<file path="config.mk">
export PLATFORM = sky130hd
export DESIGN_NAME = fir_mac_seq_flat
export DESIGN_NICKNAME = d
export VERILOG_FILES = /design/src/rtl/fir_mac_seq_if.sv /design/src/rtl/fir_mac_seq.sv /design/src/flat_wrapper.sv
export SDC_FILE = /design/constraint.sdc
export NUM_CORES = 1
export LEC_CHECK = 0
export BUFFER_PORTS_ARGS = -buffer_cell sky130_fd_sc_hd__buf_2
export CORE_UTILIZATION = 55
export DETAILED_ROUTE_END_ITERATION = 10
export GPL_ROUTABILITY_DRIVEN = 1
export PLACE_DENSITY = 0.76
export SYNTH_ARGS = -nofsm -noshare
export SYNTH_HDL_FRONTEND = slang
export SYNTH_SLANG_ARGS = --single-unit
export TNS_END_PERCENT = 20
</file>
<file path="constraint.sdc">
create_clock -name clk -period 5.9 [get_ports clk]
set_input_delay 1.18 -clock clk [delete_from_list [all_inputs] [get_ports clk]]
set_output_delay 1.18 -clock clk [all_outputs]
set_load 0.03 [all_outputs]
</file>
<file path="src/rtl/fir_mac_seq_if.sv">
// Sample-stream and coefficient-write bundle for fir_mac_seq.
// The master drives samples and coefficient writes; the slave returns busy/ordy/dout.
interface fir_mac_seq_if #(
    parameter int DW   = 10,
    parameter int CW   = 12,
    parameter int TAPS = 4
) ();
    localparam int IW = $clog2(TAPS);

    logic                 irdy;
    logic signed [DW-1:0] din;
    logic                 cwe;
    logic [IW-1:0]        caddr;
    logic signed [CW-1:0] cdata;
    logic                 busy;
    logic                 ordy;
    logic signed [DW-1:0] dout;

    modport master (
        output irdy, din, cwe, caddr, cdata,
        input  busy, ordy, dout
    );

    modport slave (
        input  irdy, din, cwe, caddr, cdata,
        output busy, ordy, dout
    );
endinterface

</file>
<file path="src/rtl/fir_mac_seq.sv">
// Time-multiplexed TAPS-tap FIR: one shared signed multiplier, one accumulator, loadable coefficients.
// Define FIR_SAT_EN to clamp the scaled output; otherwise it wraps to DW bits.
module fir_mac_seq #(
    parameter int DW   = 10,
    parameter int CW   = 12,
    parameter int TAPS = 4,
    parameter int FRAC = 10
) (
    input  logic         clk,
    input  logic         reset,
    fir_mac_seq_if.slave bus
);
    localparam int IW = $clog2(TAPS);
    localparam int PW = DW + CW;
    localparam int AW = PW + IW;

    localparam logic [IW-1:0]        IDX_LAST = IW'(TAPS - 1);
    localparam logic signed [CW-1:0] COEF_ONE = CW'(1 << FRAC);

    typedef enum logic [1:0] {S_IDLE, S_MAC, S_OUT} state_t;

    state_t               r_state;
    state_t               w_next;
    logic                 w_accept;
    logic                 w_cwr;
    logic [IW-1:0]        r_idx;
    logic signed [AW-1:0] r_acc;
    logic signed [DW-1:0] r_x    [TAPS];
    logic signed [CW-1:0] r_coef [TAPS];
    logic                 r_ordy;
    logic signed [DW-1:0] r_dout;
    logic signed [PW-1:0] w_prod;
    logic signed [DW-1:0] w_scaled;

    // NOTE: state registers use non-blocking (<=) so every flop samples pre-edge values.
    always_ff @(posedge clk) begin
        if (!reset) r_state <= S_IDLE;
        else        r_state <= w_next;
    end

    // NOTE: every output of this block gets a default first, so no path infers a latch.
    always_comb begin
        w_next   = r_state;
        w_accept = 1'b0;
        w_cwr    = 1'b0;
        case (r_state)
            S_IDLE: begin
                w_cwr = bus.cwe;
                if (bus.irdy) begin
                    w_accept = 1'b1;
                    w_next   = S_MAC;
                end
            end
            S_MAC:   if (r_idx == IDX_LAST) w_next = S_OUT;
            S_OUT:   w_next = S_IDLE;
            default: w_next = S_IDLE;
        endcase
    end

    assign w_prod = r_coef[r_idx] * r_x[r_idx];

`ifdef FIR_SAT_EN
    logic signed [AW-1:0] w_shift;
    always_comb begin
        w_shift = r_acc >>> FRAC;
        if (w_shift > $signed({{(AW-DW+1){1'b0}}, {(DW-1){1'b1}}}))
            w_scaled = {1'b0, {(DW-1){1'b1}}};
        else if (w_shift < $signed({{(AW-DW+1){1'b1}}, {(DW-1){1'b0}}}))
            w_scaled = {1'b1, {(DW-1){1'b0}}};
        else
            w_scaled = w_shift[DW-1:0];
    end
`else
    always_comb w_scaled = DW'(r_acc >>> FRAC);
`endif

    // NOTE: delay line and coefficient bank are flop arrays with defined reset contents, not RAM.
    always_ff @(posedge clk) begin
        if (!reset) begin
            r_idx  <= '0;
            r_acc  <= '0;
            r_ordy <= 1'b0;
            r_dout <= '0;
            for (int k = 0; k < TAPS; k++) begin
                r_x[k]    <= '0;
                r_coef[k] <= (k == 0) ? COEF_ONE : '0;
            end
        end else begin
            if (w_cwr && (int'(bus.caddr) < TAPS)) r_coef[bus.caddr] <= bus.cdata;
            case (r_state)
                S_IDLE: if (w_accept) begin
                    for (int k = TAPS - 1; k > 0; k--) r_x[k] <= r_x[k-1];
                    r_x[0] <= bus.din;
                    r_acc  <= '0;
                    r_idx  <= '0;
                    r_ordy <= 1'b0;
                end
                S_MAC: begin
                    r_acc <= r_acc + AW'(w_prod);
                    r_idx <= r_idx + IW'(1);
                end
                S_OUT: begin
                    r_dout <= w_scaled;
                    r_ordy <= 1'b1;
                end
                default: ;
            endcase
        end
    end

    assign bus.busy = (r_state != S_IDLE);
    assign bus.ordy = r_ordy;
    assign bus.dout = r_dout;
endmodule
</file>
<file path="src/flat_wrapper.sv">
// flat-port wrapper written by rule: the top's interface ports become plain ports
module fir_mac_seq_flat 
#(
    parameter int DW   = 10,
    parameter int CW   = 12,
    parameter int TAPS = 4,
    parameter int FRAC = 10
)
  (clk, reset, bus_irdy, bus_din, bus_cwe, bus_caddr, bus_cdata, bus_busy, bus_ordy, bus_dout);
  fir_mac_seq_if #(.DW(DW), .CW(CW), .TAPS(TAPS)) bus_i ();
  input  logic clk;
  input  logic reset;
  input wire logic [$bits(bus_i.irdy)-1:0] bus_irdy;
  input wire logic [$bits(bus_i.din)-1:0] bus_din;
  input wire logic [$bits(bus_i.cwe)-1:0] bus_cwe;
  input wire logic [$bits(bus_i.caddr)-1:0] bus_caddr;
  input wire logic [$bits(bus_i.cdata)-1:0] bus_cdata;
  output wire logic [$bits(bus_i.busy)-1:0] bus_busy;
  output wire logic [$bits(bus_i.ordy)-1:0] bus_ordy;
  output wire logic [$bits(bus_i.dout)-1:0] bus_dout;
  assign bus_i.irdy = bus_irdy;
  assign bus_i.din = bus_din;
  assign bus_i.cwe = bus_cwe;
  assign bus_i.caddr = bus_caddr;
  assign bus_i.cdata = bus_cdata;
  assign bus_busy = bus_i.busy;
  assign bus_ordy = bus_i.ordy;
  assign bus_dout = bus_i.dout;
  fir_mac_seq #(.DW(DW), .CW(CW), .TAPS(TAPS), .FRAC(FRAC)) u_core (.clk(clk), .reset(reset), .bus(bus_i));
endmodule
</file>
# Word level (Yosys, flattened, before mapping)
# Memories as Yosys holds them, arrays and structs flattened. A register that Yosys moved wholly into a read port is not among the register bits.
# Cells that the tools add are included.
totals:
  reg_bits: 39
  mem_count: 2
  in_bits: 28
  mem_bits_rw: 88
  out_inout_bits: 12
op_classes:
  addsub: 2
  muxes: 31
  n_eq_ne: 6
  n_mul: 1
  bitwise_logic: 4
  n_reduce_logical: 8
mem_list:
  columns: ["memory", "words", "width", "rd", "rd_clocked_by_memory_dff", "wr", "line_no", "source"]
  rows:
  - ["u_core.r_coef", 4, 12, 1, 1, 4, "fir_mac_seq.sv:29", "logic signed [CW-1:0] r_coef [TAPS];"]
  - ["u_core.r_x", 4, 10, 4, 1, 4, "fir_mac_seq.sv:28", "logic signed [DW-1:0] r_x [TAPS];"]
op_table:
  columns: ["op", "count"]
  rows:
  - ["case mux 24 bit (2 select lines)", 1]
  - ["two-way mux 10 bit", 4]
  - ["adder 24 x 22 -> 24 bit", 1]
  - ["two-way mux 24 bit", 1]
  - ["multiplier 12 x 10 -> 22 bit", 1]
  - ["two-way mux 2 bit", 8]
  - ["two-way mux 1 bit", 13]
  - ["two-way mux 12 bit", 1]
  - ["OR reduction 12 bit", 1]
  - ["case mux 2 bit (2 select lines)", 2]
  - ["AND reduction 2 bit", 3]
  - ["nonzero test 2 bit", 3]
  - ["equality test 2 bit, second input constant", 2]
  - ["!= test 2 x 1 -> 1 bit, second input constant", 2]
  - ["OR 1 bit", 4]
  - ["adder 2 x 1 -> 2 bit, second input constant", 1]
  - ["equality test 2 x 1 -> 1 bit, second input constant", 1]
  - ["logical NOT 2 bit", 1]
  - ["!= test 2 bit, second input constant", 1]
  - ["case mux 1 bit (2 select lines)", 1]

# Depth between registers and ports, before layout
# Gate-level depths: netlist of the first run.
logic_depth:
  word_depth: 7
  ltp_mapped: 25

# Worst setup path before layout of the first run
# OpenSTA, ideal clock, no wires.
synth_timing:
  path_type: "flip-flop to flip-flop"
  startpoint: "register (tool-made name)"
  endpoint: "register u_core.r_acc[18]"
  t_arrival_ns: 5.703
  setup_time_ns: 0.127
  path_buffers: 3
  slack_ns: 0.070
  path_stages_with_launch: 24
  required_ns: 5.773
  path_cell_list: "dfxtp_1 -> buf_6 -> buf_4 -> buf_2 -> mux4_2 -> and2_1 -> fa_1 -> inv_1 -> fa_1 -> inv_1 -> fa_1 -> fa_1 -> inv_1 -> fa_1 -> inv_1 -> ha_1 -> o21a_1 -> o21ai_0 -> a31oi_1 -> o21ai_0 -> a21oi_1 -> a41oi_1 -> xor2_1 -> o21ai_0"
synth_lines:
  columns: ["element", "line_no", "source"]
  rows:
  - ["end signal, assigned", "fir_mac_seq.sv:99", "r_acc <= r_acc + AW'(w_prod);"]
  - ["end, declared", "fir_mac_seq.sv:27", "logic signed [AW-1:0] r_acc;"]

==> impl_table.tex, run 1 <==
\begin{tabular}{lr}
\hline
Metric & Value \\
\hline
\multicolumn{2}{l}{\textbf{Detailed routing}} \\
\quad Number of vias in the routed layout & 6329 \\
\quad DRC violations left & 0 \\
\quad Iter 0 DRT Violations & 331 \\
\quad Per-cell via count in the routed design & 5.33 \\
\quad Pre-Repair DR Iteration Count & 4 \\
\quad Total Routed Length & 20300 µm \\
\quad Routed wire length per instance & 17.1 µm \\
\quad Post-DRT Antenna Nets & 0 \\
\multicolumn{2}{l}{\textbf{Critical path}} \\
\quad Arrival time reported for the critical path endpoint & 5.94 ns \\
\quad Kind of cell with the highest combined delay on the critical path & adder cells \\
\quad Critical path start-end classification & flop to flop \\
\quad Max Fanout on Critical Path & 18 \\
\quad Critical Path Max Stage Delay & 0.63 ns \\
\quad Critical path startpoint category & flop \\
\quad Worst-path cell with the longest stage delay & sky130\_fd\_sc\_hd\_\_mux4\_2 \\
\quad Crit path required time & 6.21 ns \\
\quad Total buffers and inverters traversed by the critical path & 5 \\
\quad Setup slack of the most critical reg-to-reg path & 0.28 ns \\
\quad Critical-path cell list & buf\_12 -> mux4\_2 -> buf\_4 -> nand2\_1 -> fa\_1 -> fa\_1 -> inv\_1 -> fa\_1 -> fa\_1 -> inv\_1 -> fa\_1 -> inv\_1 -> ha\_1 -> o21a\_1 -> o21ai\_0 -> a21oi\_1 -> o21a\_1 -> a31oi\_4 -> o31ai\_2 -> xnor2\_1 -> o21ai\_1 \\
\quad Cell seen most often among critical-path stages & sky130\_fd\_sc\_hd\_\_fa\_1 \\
\quad Sort of element at the end of the critical path & flop \\
\multicolumn{2}{l}{\textbf{Finish}} \\
\quad Area overhead of the layout relative to synthesis & 12.3\% \\
\quad Most frequent cells in the layout & 164 x sky130\_fd\_sc\_hd\_\_inv\_1, 133 x sky130\_fd\_sc\_hd\_\_and2\_1, 116 x sky130\_fd\_sc\_hd\_\_fa\_1, 97 x sky130\_fd\_sc\_hd\_\_nand2\_1, 88 x sky130\_fd\_sc\_hd\_\_edfxtp\_1 \\
\quad Finished Core Util & 0.636 \\
\quad Post-Layout Inst Area & 11100 µm² \\
\quad Number of nets in the layout & 1147 \\
\quad Final instance count without filler cells & 1187 \\
\quad Most common cell after layout, fill and taps aside & sky130\_fd\_sc\_hd\_\_inv\_1 \\
\quad Share of final-layout standard cells stronger than drive strength 1 & 0.129 \\
\quad Diodes inserted & 0 \\
\multicolumn{2}{l}{\textbf{Die}} \\
\quad Floorplan Core Area & 17400 µm² \\
\quad Row Count & 48 \\
\quad Die area & 18500 µm² \\
\quad Die boundary width & 136 µm \\
\quad IO Pins & 40 \\
\quad Starting density of the core & 0.567 \\
\quad Die height & 136 µm \\
\multicolumn{2}{l}{\textbf{Yosys}} \\
\quad Synthesized Nets & 1098 \\
\quad Share of the synthesized area in the top cell type & 0.268 \\
\quad Top\_reg\_cell synth & sky130\_fd\_sc\_hd\_\_edfxtp\_1 \\
\quad Main area contributors after synthesis & sky130\_fd\_sc\_hd\_\_edfxtp\_1 27\%, sky130\_fd\_sc\_hd\_\_fa\_1 24\%, sky130\_fd\_sc\_hd\_\_and2\_1 8.4\%, sky130\_fd\_sc\_hd\_\_dfxtp\_1 7.5\%, sky130\_fd\_sc\_hd\_\_ha\_1 6.8\% \\
\quad Number of synthesized flops with an enable pin & 88 \\
\quad Cell type contributing the most total cell area after synthesis & sky130\_fd\_sc\_hd\_\_edfxtp\_1 \\
\quad Synth Register Bits & 125 \\
\quad Total of warnings raised by yosys & 0 \\
\quad Netlist Area Pre-Place & 9870 µm² \\
\quad Number of standard cells after synthesis & 900 \\
\quad Fraction of registers with async set or reset after synthesis & 0 \\
\quad Seq/Total Area, Yosys & 0.343 \\
\quad Syn\_area\_per\_cell & 11.0 µm² \\
\quad Count of different cell masters after synthesis & 42 \\
\multicolumn{2}{l}{\textbf{Timing}} \\
\quad Portion of the clock cycle consumed by the worst path in the final layout & 0.953 \\
\quad Max Freq & 178 MHz \\
\quad Total of endpoints with negative setup slack in the final report & 0 \\
\quad Post-Route Skew & 0.0101 ns \\
\quad Transition time of the tightest slew-check pin & 1.20 ns \\
\quad Unrepaired setup endpoints after global routing & true \\
\quad Worst hold slack & 0.463 ns \\
\quad Pins over their slew limit & 0 \\
\quad Remaining max-slew budget at the tightest pin & 0.195 \\
\quad Tmin final & 5.62 ns \\
\quad Fin. Hold Viols & 0 \\
\multicolumn{2}{l}{\textbf{Global routing}} \\
\quad Global-route wire length before repair & 34200 µm \\
\quad Number of antenna violations at the first check in global routing & 0 \\
\quad Aggregate global routing overflow & 0 \\
\quad Total routing resource utilization after global routing & 0.247 \\
\quad Vias in the first global route & 6641 \\
\quad Pin count of the biggest net entering global routing & 41 \\
\multicolumn{2}{l}{\textbf{Power}} \\
\quad Largest vdd supply drop & 0.263 mV \\
\quad Flop pwr share & 0.230 \\
\quad Internal power of the cells & 2790 µW \\
\quad Switching Power & 1810 µW \\
\quad Comb power frac & 0.519 \\
\quad Part of the power in the clock network & 0.251 \\
\quad Static power due to leakage & 0.00497 µW \\
\quad Net Sw Frac & 0.394 \\
\quad Power per standard cell area & 415 nW/µm² \\
\multicolumn{2}{l}{\textbf{Clock tree}} \\
\quad Cell chosen for the clock root & sky130\_fd\_sc\_hd\_\_clkbuf\_16 \\
\quad Clock-pin slew of the registers on the worst-case setup and hold paths & 0.06 ns \\
\quad Skew-Pair Late Insertion Delay & 0.43 ns \\
\quad Clock buffer depth & 2 \\
\quad TritonCTS clock tree & done \\
\quad Inserted Clock Buffers & 17 \\
\quad CTS H-tree depth & 4 \\
\quad CTS Sinks & 125 \\
\quad Hold\_buf cts & 0 \\
\multicolumn{2}{l}{\textbf{Placed design}} \\
\quad HPWL Detailed & 14700 µm \\
\quad Last weighted congestion value of the routability-driven placer & 0.841 \\
\quad Standard cell area after detailed placement & 10400 µm² \\
\quad Placed cell count & 1150 \\
\quad Input/output buffers & 39 \\
\multicolumn{2}{l}{\textbf{Worst hold path}} \\
\quad Hold Path Class & flop to flop \\
\multicolumn{2}{l}{\textbf{Job}} \\
\quad Number of max-cap violations & 0 \\
\multicolumn{2}{l}{\textbf{Run status}} \\
\quad Result of the run & finished, final reports clean \\
\hline
\end{tabular}
synth_stat cells (all sizes together) (12+ instances only):
| library cell | n |
|---|---|
| clkbuf | 23 |
| o21ai | 16 |
| fa | 116 |
| inv | 164 |
| a22oi | 12 |
| edfxtp | 88 |
| mux4 | 21 |
| nor2b | 17 |
| xnor2 | 21 |
| ha | 54 |
| dfxtp | 37 |
| and2 | 133 |
| nand2 | 97 |
| nor2 | 17 |
kinds of logic (layout without fill, tap and decap cells):
logic type / count (synthesis) / count (layout) / share of synthesized area
flops: 125 / 125 / 0.343
fa+ha+maj: 170 / 170 / 0.304
compound gates: 71 / 71 / 0.0478
xor+xnor: 27 / 27 / 0.0240
mux: 26 / 26 / 0.0531
simple gates: 285 / 285 / 0.152
buf+inv: 196 / 258 / 0.0764
stage by stage:
| step | total power (µW) | TNS [ns] | setup WS, ns |
|---|---|---|---|
| 2_1_floorplan | 2890 | 0 | 0.0698 |
| 3_3_place_gp | 3270 | 0 | 0.266 |
| 3_5_place_dp | 3360 | 0 | 0.123 |
| 4_1_cts | 4530 | 0 | 0.132 |
| 5_1_grt | 5000 | -0.00757 | -0.00757 |
| 6_report | 4600 | 0 | 0.276 |
registers in the layout (all words and copies together) (netlist names), named ones only:
| name | flops |
|---|---|
| u_core.r_coef | 48 |
| u_core.r_x | 40 |
| u_core.r_acc | 20 |
| u_core.bus.dout | 10 |
| u_core.r_idx | 2 |
| u_core.r_state | 2 |
| u_core.bus.ordy | 1 |
worst reg2reg max path: stages (launching register included):
cell	delay [ns]
sky130_fd_sc_hd__dfxtp_1	0.37
sky130_fd_sc_hd__buf_12	0.20
sky130_fd_sc_hd__mux4_2	0.64
sky130_fd_sc_hd__buf_4	0.21
sky130_fd_sc_hd__nand2_1	0.08
sky130_fd_sc_hd__fa_1	0.43
sky130_fd_sc_hd__fa_1	0.52
sky130_fd_sc_hd__inv_1	0.06
sky130_fd_sc_hd__fa_1	0.49
sky130_fd_sc_hd__fa_1	0.49
sky130_fd_sc_hd__inv_1	0.05
sky130_fd_sc_hd__fa_1	0.48
sky130_fd_sc_hd__inv_1	0.04
sky130_fd_sc_hd__ha_1	0.31
sky130_fd_sc_hd__o21a_1	0.16
sky130_fd_sc_hd__o21ai_0	0.08
sky130_fd_sc_hd__a21oi_1	0.12
sky130_fd_sc_hd__o21a_1	0.22
sky130_fd_sc_hd__a31oi_4	0.13
sky130_fd_sc_hd__o31ai_2	0.22
sky130_fd_sc_hd__xnor2_1	0.14
sky130_fd_sc_hd__o21ai_1	0.06
metal layers:
| layer | vias to the layer above | GRT usage | part of all wire | wire (µm) |
|---|---|---|---|---|
| li1 | 2946 | - | - | - |
| met1 | 3161 | 0.330 | 0.44 | 8960 |
| met2 | 196 | 0.408 | 0.49 | 9940 |
| met3 | 26 | 0.0466 | 0.055 | 1120 |
| met4 | 0 | 0.0815 | 0.016 | 323 |
| met5 | - | 0 | 0 | 0 |
power by group through the flow:
stage                     sequential, µW  combinational, µW  clock, µW
after global routing                1060               2740       1200
after floorplan                     1050               1830          0
after detailed placement            1070               2290          0
final                               1060               2390       1160
after CTS                           1060               2300       1170
after global placement              1070               2200          0
worst paths after layout:
kind | start | to | cells after the start
worst min-delay path | u_core.bus.dout[9] | u_core.bus.dout[9] | 2
worst max-delay path | flop | u_core.r_acc[19] | 21
worst max register to register | flop | u_core.r_acc[19] | 21
worst min register to register | u_core.bus.dout[9] | u_core.bus.dout[9] | 2
layout make-up:
type	count	area, µm²
Multi-Input combinational cell	579	5770
Tap cell	225	282
Fill cell	1339	6340
Sequential cell	125	3380
Inverter	164	616
Timing Repair Buffer	62	393
Clock buffer	18	429
Clock inverter	14	206
timing repair:
action | CTS | global route
setup endpoints to repair | 0 | 5
setup buffers | 0 | 5
resized for setup | 0 | 6
Note: power is estimated with default switching activity, not from simulation.
==> run 2: changes to the inputs <==
Settings changed: ABC_AREA set to 1.
==> impl_table.tex, run 2 <==
\begin{tabular}{lr}
\hline
Metric & Value \\
\hline
\multicolumn{2}{l}{\textbf{Yosys}} \\
\quad Syn\_area\_per\_cell & 8.62 µm² (-21\%) \\
\quad Cell with the most instances after synthesis & sky130\_fd\_sc\_hd\_\_inv\_1 \\
\quad Fraction of registers with async set or reset after synthesis & 0 (unchanged) \\
\quad Synthesized Nets & 1393 (+27\%) \\
\quad Netlist Area Pre-Place & 10300 µm² (+4.4\%) \\
\quad Main area contributors after synthesis & sky130\_fd\_sc\_hd\_\_edfxtp\_1 26\%, sky130\_fd\_sc\_hd\_\_fa\_1 23\%, sky130\_fd\_sc\_hd\_\_inv\_1 10\%, sky130\_fd\_sc\_hd\_\_nand2\_1 8.2\%, sky130\_fd\_sc\_hd\_\_dfxtp\_1 7.2\% \\
\quad Top\_reg\_cell synth & sky130\_fd\_sc\_hd\_\_edfxtp\_1 \\
\quad Number of standard cells after synthesis & 1195 (+33\%) \\
\quad Seq/Total Area, Yosys & 0.328 (-0.0144) \\
\quad Total of warnings raised by yosys & 0 (unchanged) \\
\quad Cell type contributing the most total cell area after synthesis & sky130\_fd\_sc\_hd\_\_edfxtp\_1 \\
\quad Commonest cells in the synthesized netlist & 274 x sky130\_fd\_sc\_hd\_\_inv\_1, 225 x sky130\_fd\_sc\_hd\_\_nand2\_1, 175 x sky130\_fd\_sc\_hd\_\_nor2\_1, 116 x sky130\_fd\_sc\_hd\_\_fa\_1, 88 x sky130\_fd\_sc\_hd\_\_edfxtp\_1 \\
\quad Number of synthesized flops with an enable pin & 88 (unchanged) \\
\quad Share of the synthesized area in the top cell type & 0.256 (-0.0113) \\
\quad Synth Register Bits & 125 (unchanged) \\
\quad Count of different cell masters after synthesis & 34 (-19\%) \\
\multicolumn{2}{l}{\textbf{Detailed routing}} \\
\quad Routed wire length per instance & 15.5 µm (-9.5\%) \\
\quad Post-DRT Antenna Nets & 0 (unchanged) \\
\quad Per-cell via count in the routed design & 5.27 (-1.2\%) \\
\quad DRC violations left & 0 (unchanged) \\
\quad Number of vias in the routed layout & 7934 (+25\%) \\
\quad Total Routed Length & 23400 µm (+15\%) \\
\quad Iter 0 DRT Violations & 618 (+87\%) \\
\quad Pre-Repair DR Iteration Count & 8 (+4) \\
\multicolumn{2}{l}{\textbf{Critical path}} \\
\quad Arrival time reported for the critical path endpoint & 6.03 ns (+0.09 ns) \\
\quad Critical path startpoint category & flop \\
\quad Setup slack of the most critical reg-to-reg path & 0.17 ns (-0.11 ns) \\
\quad Depth of the worst register-to-register path & 25 (+19\%) \\
\quad Max Fanout on Critical Path & 36 (+18) \\
\quad Termination of the worst setup path & u\_core.r\_acc[16] \\
\quad Critical path start-end classification & flop to flop \\
\quad Sort of element at the end of the critical path & flop \\
\quad Crit path required time & 6.20 ns (about the same) \\
\quad Endpoint of the worst register-to-register path & u\_core.r\_acc[16] \\
\multicolumn{2}{l}{\textbf{Die}} \\
\quad Die area & 19300 µm² (+4.3\%) \\
\quad IO Pins & 40 (unchanged) \\
\quad Row Count & 49 (+2.1\%) \\
\quad Die height & 139 µm (+2.1\%) \\
\quad Die boundary width & 139 µm (+2.1\%) \\
\quad Floorplan Core Area & 18100 µm² (+4.2\%) \\
\quad Starting density of the core & 0.568 (+0.00111) \\
\multicolumn{2}{l}{\textbf{Clock tree}} \\
\quad Inserted Clock Buffers & 17 (unchanged) \\
\quad Skew-Pair Late Insertion Delay & 0.43 ns (about the same) \\
\quad TritonCTS clock tree & done \\
\quad CTS Sinks & 125 (unchanged) \\
\quad Hold\_buf cts & 0 (unchanged) \\
\quad CTS H-tree depth & 4 (unchanged) \\
\quad Cell chosen for the clock root & sky130\_fd\_sc\_hd\_\_clkbuf\_16 \\
\quad Clock-pin slew of the registers on the worst-case setup and hold paths & 0.07 ns (about the same) \\
\quad Clock buffer depth & 2 (unchanged) \\
\multicolumn{2}{l}{\textbf{Power}} \\
\quad Largest vdd supply drop & 0.356 mV (+35\%) \\
\quad Static power due to leakage & 0.00564 µW (+14\%) \\
\quad Power per standard cell area & 429 nW/µm² (+3.4\%) \\
\multicolumn{2}{l}{\textbf{Global routing}} \\
\quad Aggregate global routing overflow & 0 (unchanged) \\
\quad Vias in the first global route & 8190 (+23\%) \\
\quad Total routing resource utilization after global routing & 0.263 (+0.0161) \\
\quad Number of antenna violations at the first check in global routing & 0 (unchanged) \\
\quad Pin count of the biggest net entering global routing & 41 (unchanged) \\
\quad Global-route wire length before repair & 39000 µm (+14\%) \\
\multicolumn{2}{l}{\textbf{Timing}} \\
\quad Portion of the clock cycle consumed by the worst path in the final layout & 0.971 (+0.0180) \\
\quad Pins over their slew limit & 0 (unchanged) \\
\quad Fin. Hold Viols & 0 (unchanged) \\
\quad Total of endpoints with negative setup slack in the final report & 0 (unchanged) \\
\quad Transition time of the tightest slew-check pin & 1.18 ns (-0.0234 ns) \\
\quad Remaining max-slew budget at the tightest pin & 0.209 (+0.0139) \\
\quad Post-Route Skew & 0.0104 ns (+0.000356 ns) \\
\quad Max Freq & 175 MHz (-1.9\%) \\
\quad Tmin final & 5.73 ns (+0.106 ns) \\
\multicolumn{2}{l}{\textbf{Worst hold path}} \\
\quad Hold path depth & 2 (unchanged) \\
\quad Hold Path Class & flop to flop \\
\multicolumn{2}{l}{\textbf{Finish}} \\
\quad Most frequent cells in the layout & 273 x sky130\_fd\_sc\_hd\_\_inv\_1, 225 x sky130\_fd\_sc\_hd\_\_nand2\_1, 174 x sky130\_fd\_sc\_hd\_\_nor2\_1, 115 x sky130\_fd\_sc\_hd\_\_fa\_1, 88 x sky130\_fd\_sc\_hd\_\_edfxtp\_1 \\
\quad Number of flip-flops under the largest register name & 48 (unchanged) \\
\quad Leading registers by flop count & u\_core.r\_coef: 48 flops, u\_core.r\_x: 40 flops, u\_core.r\_acc: 20 flops \\
\quad Finished Core Util & 0.640 (+0.00396) \\
\quad Area overhead of the layout relative to synthesis & 12.7\% \\
\quad Diodes inserted & 0 (unchanged) \\
\quad Share of final-layout standard cells stronger than drive strength 1 & 0.128 (-0.00126) \\
\quad Post-Layout Inst Area & 11600 µm² (+4.8\%) \\
\quad Register with the most flip-flops & u\_core.r\_coef \\
\quad Most common cell after layout, fill and taps aside & sky130\_fd\_sc\_hd\_\_inv\_1 \\
\quad Number of nets in the layout & 1462 (+27\%) \\
\multicolumn{2}{l}{\textbf{Placed design}} \\
\quad Standard cell area after detailed placement & 10900 µm² (+5.2\%) \\
\quad Last weighted congestion value of the routability-driven placer & 0.923 (+9.7\%) \\
\quad Input/output buffers & 39 (unchanged) \\
\quad HPWL Detailed & 17600 µm (+19\%) \\
\multicolumn{2}{l}{\textbf{Run status}} \\
\quad Result of the run & finished, final reports clean \\
\multicolumn{2}{l}{\textbf{Job}} \\
\quad Number of max-cap violations & 0 (unchanged) \\
\hline
\end{tabular}
[run 2: report_power, final]
group	total [µW]	internal, µW	switching (µW)
combinational	2870	1080	1780
clock	1060	630	431
sequential	1060	1020	43.9
total	4990	2730	2260
[run 2: what timing repair did]
item | 4_1_cts | 5_1_grt
resized for setup | 0 | 10
buffers inserted | 0 | 7
endpoints found under the setup margin | 0 | 7
[run 2: cells by family (layout without fill, tap and decap cells)]
group / count (synthesis) / after routing / share of synthesized area
compound gates: 115 / 115 / 0.0725
xor+xnor: 3 / 3 / 0.00255
fa+ha+maj: 170 / 170 / 0.291
buf+inv: 314 / 396 / 0.121
flops: 125 / 125 / 0.328
simple gates: 468 / 468 / 0.185
[run 2: per-layer routing]
metal,global-route usage,up-vias,part of all wire
met5,0,-,0
met4,0.122,0,0.036
met3,0.0611,59,0.076
met2,0.451,292,0.50
met1,0.316,3797,0.39
li1,-,3786,-
[run 2: area by class of cell]
class | instances | area [µm²]
multi-input combinational | 756 | 5740
tap | 229 | 287
sequential | 125 | 3380
inverter | 281 | 1050
clock inverter | 15 | 160
timing repair buffer | 83 | 563
clock buffer | 17 | 425
fill | 1475 | 6530
[run 2: how the worst min path moves through the flow]
stage / slack (ns) / endpoint / start
2_1_floorplan: 0.44 / flop / u_core.r_idx[0]
4_1_cts: 0.47 / u_core.r_acc[0] / u_core.r_acc[0]
5_1_grt: 0.50 / u_core.r_acc[0] / u_core.r_acc[0]
3_5_place_dp: 0.46 / u_core.r_acc[1] / u_core.r_acc[1]
6_report: 0.47 / u_core.r_acc[0] / u_core.r_acc[0]
3_3_place_gp: 0.45 / u_core.r_acc[0] / u_core.r_acc[0]
[run 2: critical path, stage by stage (launching register included)]
cell                      delay, ns
sky130_fd_sc_hd__dfxtp_2       0.36
sky130_fd_sc_hd__inv_2         0.10
sky130_fd_sc_hd__buf_12        0.21
sky130_fd_sc_hd__nand2_1       0.15
sky130_fd_sc_hd__a32oi_4       0.31
sky130_fd_sc_hd__buf_4         0.20
sky130_fd_sc_hd__nand2_1       0.07
sky130_fd_sc_hd__fa_1          0.48
sky130_fd_sc_hd__inv_1         0.07
sky130_fd_sc_hd__fa_1          0.55
sky130_fd_sc_hd__fa_1          0.43
sky130_fd_sc_hd__fa_1          0.49
sky130_fd_sc_hd__inv_1         0.05
sky130_fd_sc_hd__fa_1          0.47
sky130_fd_sc_hd__inv_1         0.04
sky130_fd_sc_hd__ha_1          0.33
sky130_fd_sc_hd__inv_1         0.15
sky130_fd_sc_hd__o21ai_0       0.11
sky130_fd_sc_hd__a21oi_1       0.19
sky130_fd_sc_hd__nand3_1       0.14
sky130_fd_sc_hd__nand2_1       0.08
sky130_fd_sc_hd__inv_1         0.05
sky130_fd_sc_hd__o21ai_0       0.24
sky130_fd_sc_hd__nand3_1       0.13
sky130_fd_sc_hd__nand3_1       0.12
sky130_fd_sc_hd__a21oi_1       0.06
[run 2: stage by stage]
step / hold slack, ns / setup WS [ns] / std cells / TNS (ns) / power (µW)
2_1_floorplan: 0.441 / 0.487 / 1195 / 0 / 3140
3_3_place_gp: 0.453 / 0.307 / 1467 / 0 / 3750
3_5_place_dp: 0.462 / 0.0821 / 1467 / 0 / 3840
4_1_cts: 0.472 / 0.0288 / 1499 / 0 / 4940
5_1_grt: 0.498 / -0.00801 / 1506 / -0.00801 / 5450
6_report: 0.472 / 0.170 / 1506 / 0 / 4990
==> run 3: changes to the inputs <==
Settings changed: REMOVE_ABC_BUFFERS set to 1, SKIP_LAST_GASP set to 1.
==> impl_table.tex, run 3 (synthesis results as in run 2) <==
\begin{tabular}{lr}
\hline
Metric & Value \\
\hline
\multicolumn{2}{l}{\textbf{Timing}} \\
\quad Transition time of the tightest slew-check pin & 0.950 ns (-0.229 ns) \\
\quad Total of endpoints with negative setup slack in the final report & 0 (unchanged) \\
\quad Pins over their slew limit & 0 (unchanged) \\
\quad Unrepaired setup endpoints after global routing & false \\
\quad Portion of the clock cycle consumed by the worst path in the final layout & 0.952 (-0.0195) \\
\quad Fin. Hold Viols & 0 (unchanged) \\
\quad Tmin final & 5.62 ns (-0.115 ns) \\
\quad Max Freq & 178 MHz (+2.0\%) \\
\quad Post-Route Skew & 0.0104 ns (+0.00000280 ns) \\
\quad Remaining max-slew budget at the tightest pin & 0.364 (+0.155) \\
\multicolumn{2}{l}{\textbf{Detailed routing}} \\
\quad Post-DRT Antenna Nets & 0 (unchanged) \\
\quad Iter 0 DRT Violations & 696 (+13\%) \\
\quad Per-cell via count in the routed design & 5.31 (+0.74\%) \\
\quad Total Routed Length & 23900 µm (+2.1\%) \\
\quad Pre-Repair DR Iteration Count & 10 (+2) \\
\quad Routed wire length per instance & 15.8 µm (+1.9\%) \\
\quad DRC violations left & 2 (+2) \\
\quad Number of vias in the routed layout & 8003 (+0.87\%) \\
\multicolumn{2}{l}{\textbf{Clock tree}} \\
\quad Skew-Pair Late Insertion Delay & 0.43 ns (about the same) \\
\quad Clock buffer depth & 2 (unchanged) \\
\quad Inserted Clock Buffers & 17 (unchanged) \\
\quad TritonCTS clock tree & done \\
\quad CTS H-tree depth & 4 (unchanged) \\
\quad Clock-pin slew of the registers on the worst-case setup and hold paths & 0.07 ns (about the same) \\
\quad Post-CTS Setup Repair Bufs & 0 (unchanged) \\
\quad Cell chosen for the clock root & sky130\_fd\_sc\_hd\_\_clkbuf\_16 \\
\quad CTS Sinks & 125 (unchanged) \\
\multicolumn{2}{l}{\textbf{Die}} \\
\quad Die boundary width & 139 µm (unchanged) \\
\quad IO Pins & 40 (unchanged) \\
\quad Starting density of the core & 0.568 (unchanged) \\
\quad Floorplan Core Area & 18100 µm² (unchanged) \\
\quad Die height & 139 µm (unchanged) \\
\quad Row Count & 49 (unchanged) \\
\quad Die area & 19300 µm² (unchanged) \\
\multicolumn{2}{l}{\textbf{Placed design}} \\
\quad Standard cell area after detailed placement & 11000 µm² (+0.53\%) \\
\quad HPWL Detailed & 18100 µm (+3.1\%) \\
\quad Last weighted congestion value of the routability-driven placer & 0.926 (+0.38\%) \\
\quad Input/output buffers & 39 (unchanged) \\
\multicolumn{2}{l}{\textbf{Global routing}} \\
\quad Vias in the first global route & 8393 (+2.5\%) \\
\quad Total routing resource utilization after global routing & 0.271 (+0.00720) \\
\quad Number of antenna violations at the first check in global routing & 0 (unchanged) \\
\quad Global-route wire length before repair & 40300 µm (+3.5\%) \\
\quad Pin count of the biggest net entering global routing & 41 (unchanged) \\
\quad Aggregate global routing overflow & 0 (unchanged) \\
\multicolumn{2}{l}{\textbf{Finish}} \\
\quad Most common cell after layout, fill and taps aside & sky130\_fd\_sc\_hd\_\_inv\_1 \\
\quad Diodes inserted & 0 (unchanged) \\
\quad Area overhead of the layout relative to synthesis & 12.8\% (about the same) \\
\quad Number of flip-flops under the largest register name & 48 (unchanged) \\
\quad Sequential cell area & 3380 µm² (unchanged) \\
\quad Leading registers by flop count & u\_core.r\_coef: 48 flops, u\_core.r\_x: 40 flops, u\_core.r\_acc: 20 flops \\
\quad Filler cell count in the final layout & 1465 (-0.68\%) \\
\quad Post-Layout Inst Area & 11600 µm² (about the same) \\
\quad Area used by multi-input combinational logic & 5710 µm² (-0.61\%) \\
\quad Share of final-layout standard cells stronger than drive strength 1 & 0.132 (+0.00449) \\
\quad Most frequent cells in the layout & 274 x sky130\_fd\_sc\_hd\_\_inv\_1, 224 x sky130\_fd\_sc\_hd\_\_nand2\_1, 173 x sky130\_fd\_sc\_hd\_\_nor2\_1, 115 x sky130\_fd\_sc\_hd\_\_fa\_1, 88 x sky130\_fd\_sc\_hd\_\_edfxtp\_1 \\
\quad Number of nets in the layout & 1464 (+0.14\%) \\
\quad Register with the most flip-flops & u\_core.r\_coef \\
\multicolumn{2}{l}{\textbf{Critical path}} \\
\quad Worst-path cell with the longest stage delay & sky130\_fd\_sc\_hd\_\_fa\_2 \\
\quad Critical path start-end classification & flop to flop \\
\quad Arrival time reported for the critical path endpoint & 5.98 ns (-0.05 ns) \\
\quad Critical path startpoint category & flop \\
\quad Sort of element at the end of the critical path & flop \\
\quad Crit path required time & 6.26 ns (+0.06 ns) \\
\quad Cell seen most often among critical-path stages & sky130\_fd\_sc\_hd\_\_inv\_1 \\
\quad Max Fanout on Critical Path & 14 (-61\%) \\
\quad Setup slack of the most critical reg-to-reg path & 0.28 ns (+0.11 ns) \\
\quad Critical Path Max Stage Delay & 0.67 ns (+0.12 ns) \\
\multicolumn{2}{l}{\textbf{Job}} \\
\quad Number of max-cap violations & 0 (unchanged) \\
\multicolumn{2}{l}{\textbf{Run status}} \\
\quad Violations in the final reports & design-rule violations \\
\quad Result of the run & finished, violations left \\
\multicolumn{2}{l}{\textbf{Power}} \\
\quad Final Total Pwr & 5070 µW (+1.6\%) \\
\quad Static power due to leakage & 0.00566 µW (+0.43\%) \\
\quad Largest vdd supply drop & 0.360 mV (+1.1\%) \\
\quad Power per standard cell area & 436 nW/µm² (+1.5\%) \\
\multicolumn{2}{l}{\textbf{Worst hold path}} \\
\quad Hold Path Class & flop to flop \\
\hline
\end{tabular}
[run 3: changes by cell type in the layout (fill, tap and decap cells not counted), sizes merged]
cell,change
buf,+2
clkinv,-1
clkinvlp,-1
inv,+2
[run 3: repair_timing]
action,CTS,global route
hold buffers,0,0
endpoints found under the setup margin,0,5
gates resized for setup,0,11
[run 3: worst max-delay path: cells and delay by family, from the launching register on]
family	cells	cell delay, ns
compound gates	6	0.93
fa+ha+maj	6	2.91
buf+inv	9	0.96
simple gates	4	0.39
flops	1	0.35
[run 3: power by group]
part	switching, µW	internal (µW)
sequential	46.0	1020
combinational	1770	1120
clock	472	645
total	2290	2780
[run 3: per-stage QoR]
| step | utilization | setup slack (ns) | setup TNS (ns) | hold slack [ns] | cells |
|---|---|---|---|---|---|
| 3_5_place_dp | 0.605 | 0.160 | 0 | 0.460 | 1476 |
| 4_1_cts | 0.639 | 0.130 | 0 | 0.471 | 1508 |
| 2_1_floorplan | - | -0.217 | -0.775 | 0.441 | 1162 |
| 3_3_place_gp | 0.605 | 0.188 | 0 | 0.452 | 1476 |
| 6_report | 0.641 | 0.284 | 0 | 0.468 | 1508 |
| 5_1_grt | 0.641 | 0.0244 | 0 | 0.499 | 1508 |
[run 3: final cells by class]
cell class | instances | share of cell area
Timing Repair Buffer | 85 | 0.0496
Clock buffer | 17 | 0.0366
Clock inverter | 15 | 0.0163
Inverter | 281 | 0.0909
Multi-Input combinational cell | 756 | 0.491
Tap cell | 229 | 0.0246
Sequential cell | 125 | 0.291
[run 3: path summary, 6_finish.rpt]
path | from | depth (start not counted) | to
worst min-delay path | u_core.r_acc[1] | 2 | u_core.r_acc[1]
worst max register to register | flop | 25 | u_core.r_acc[19]
worst max-delay path | flop | 25 | u_core.r_acc[19]
worst min register to register | u_core.r_acc[1] | 2 | u_core.r_acc[1]
[run 3: layer usage]
metal	global-route usage	wire length, µm
met5	0	0
met4	0.123	779
met3	0.0487	1800
met2	0.448	11400
met1	0.348	9880
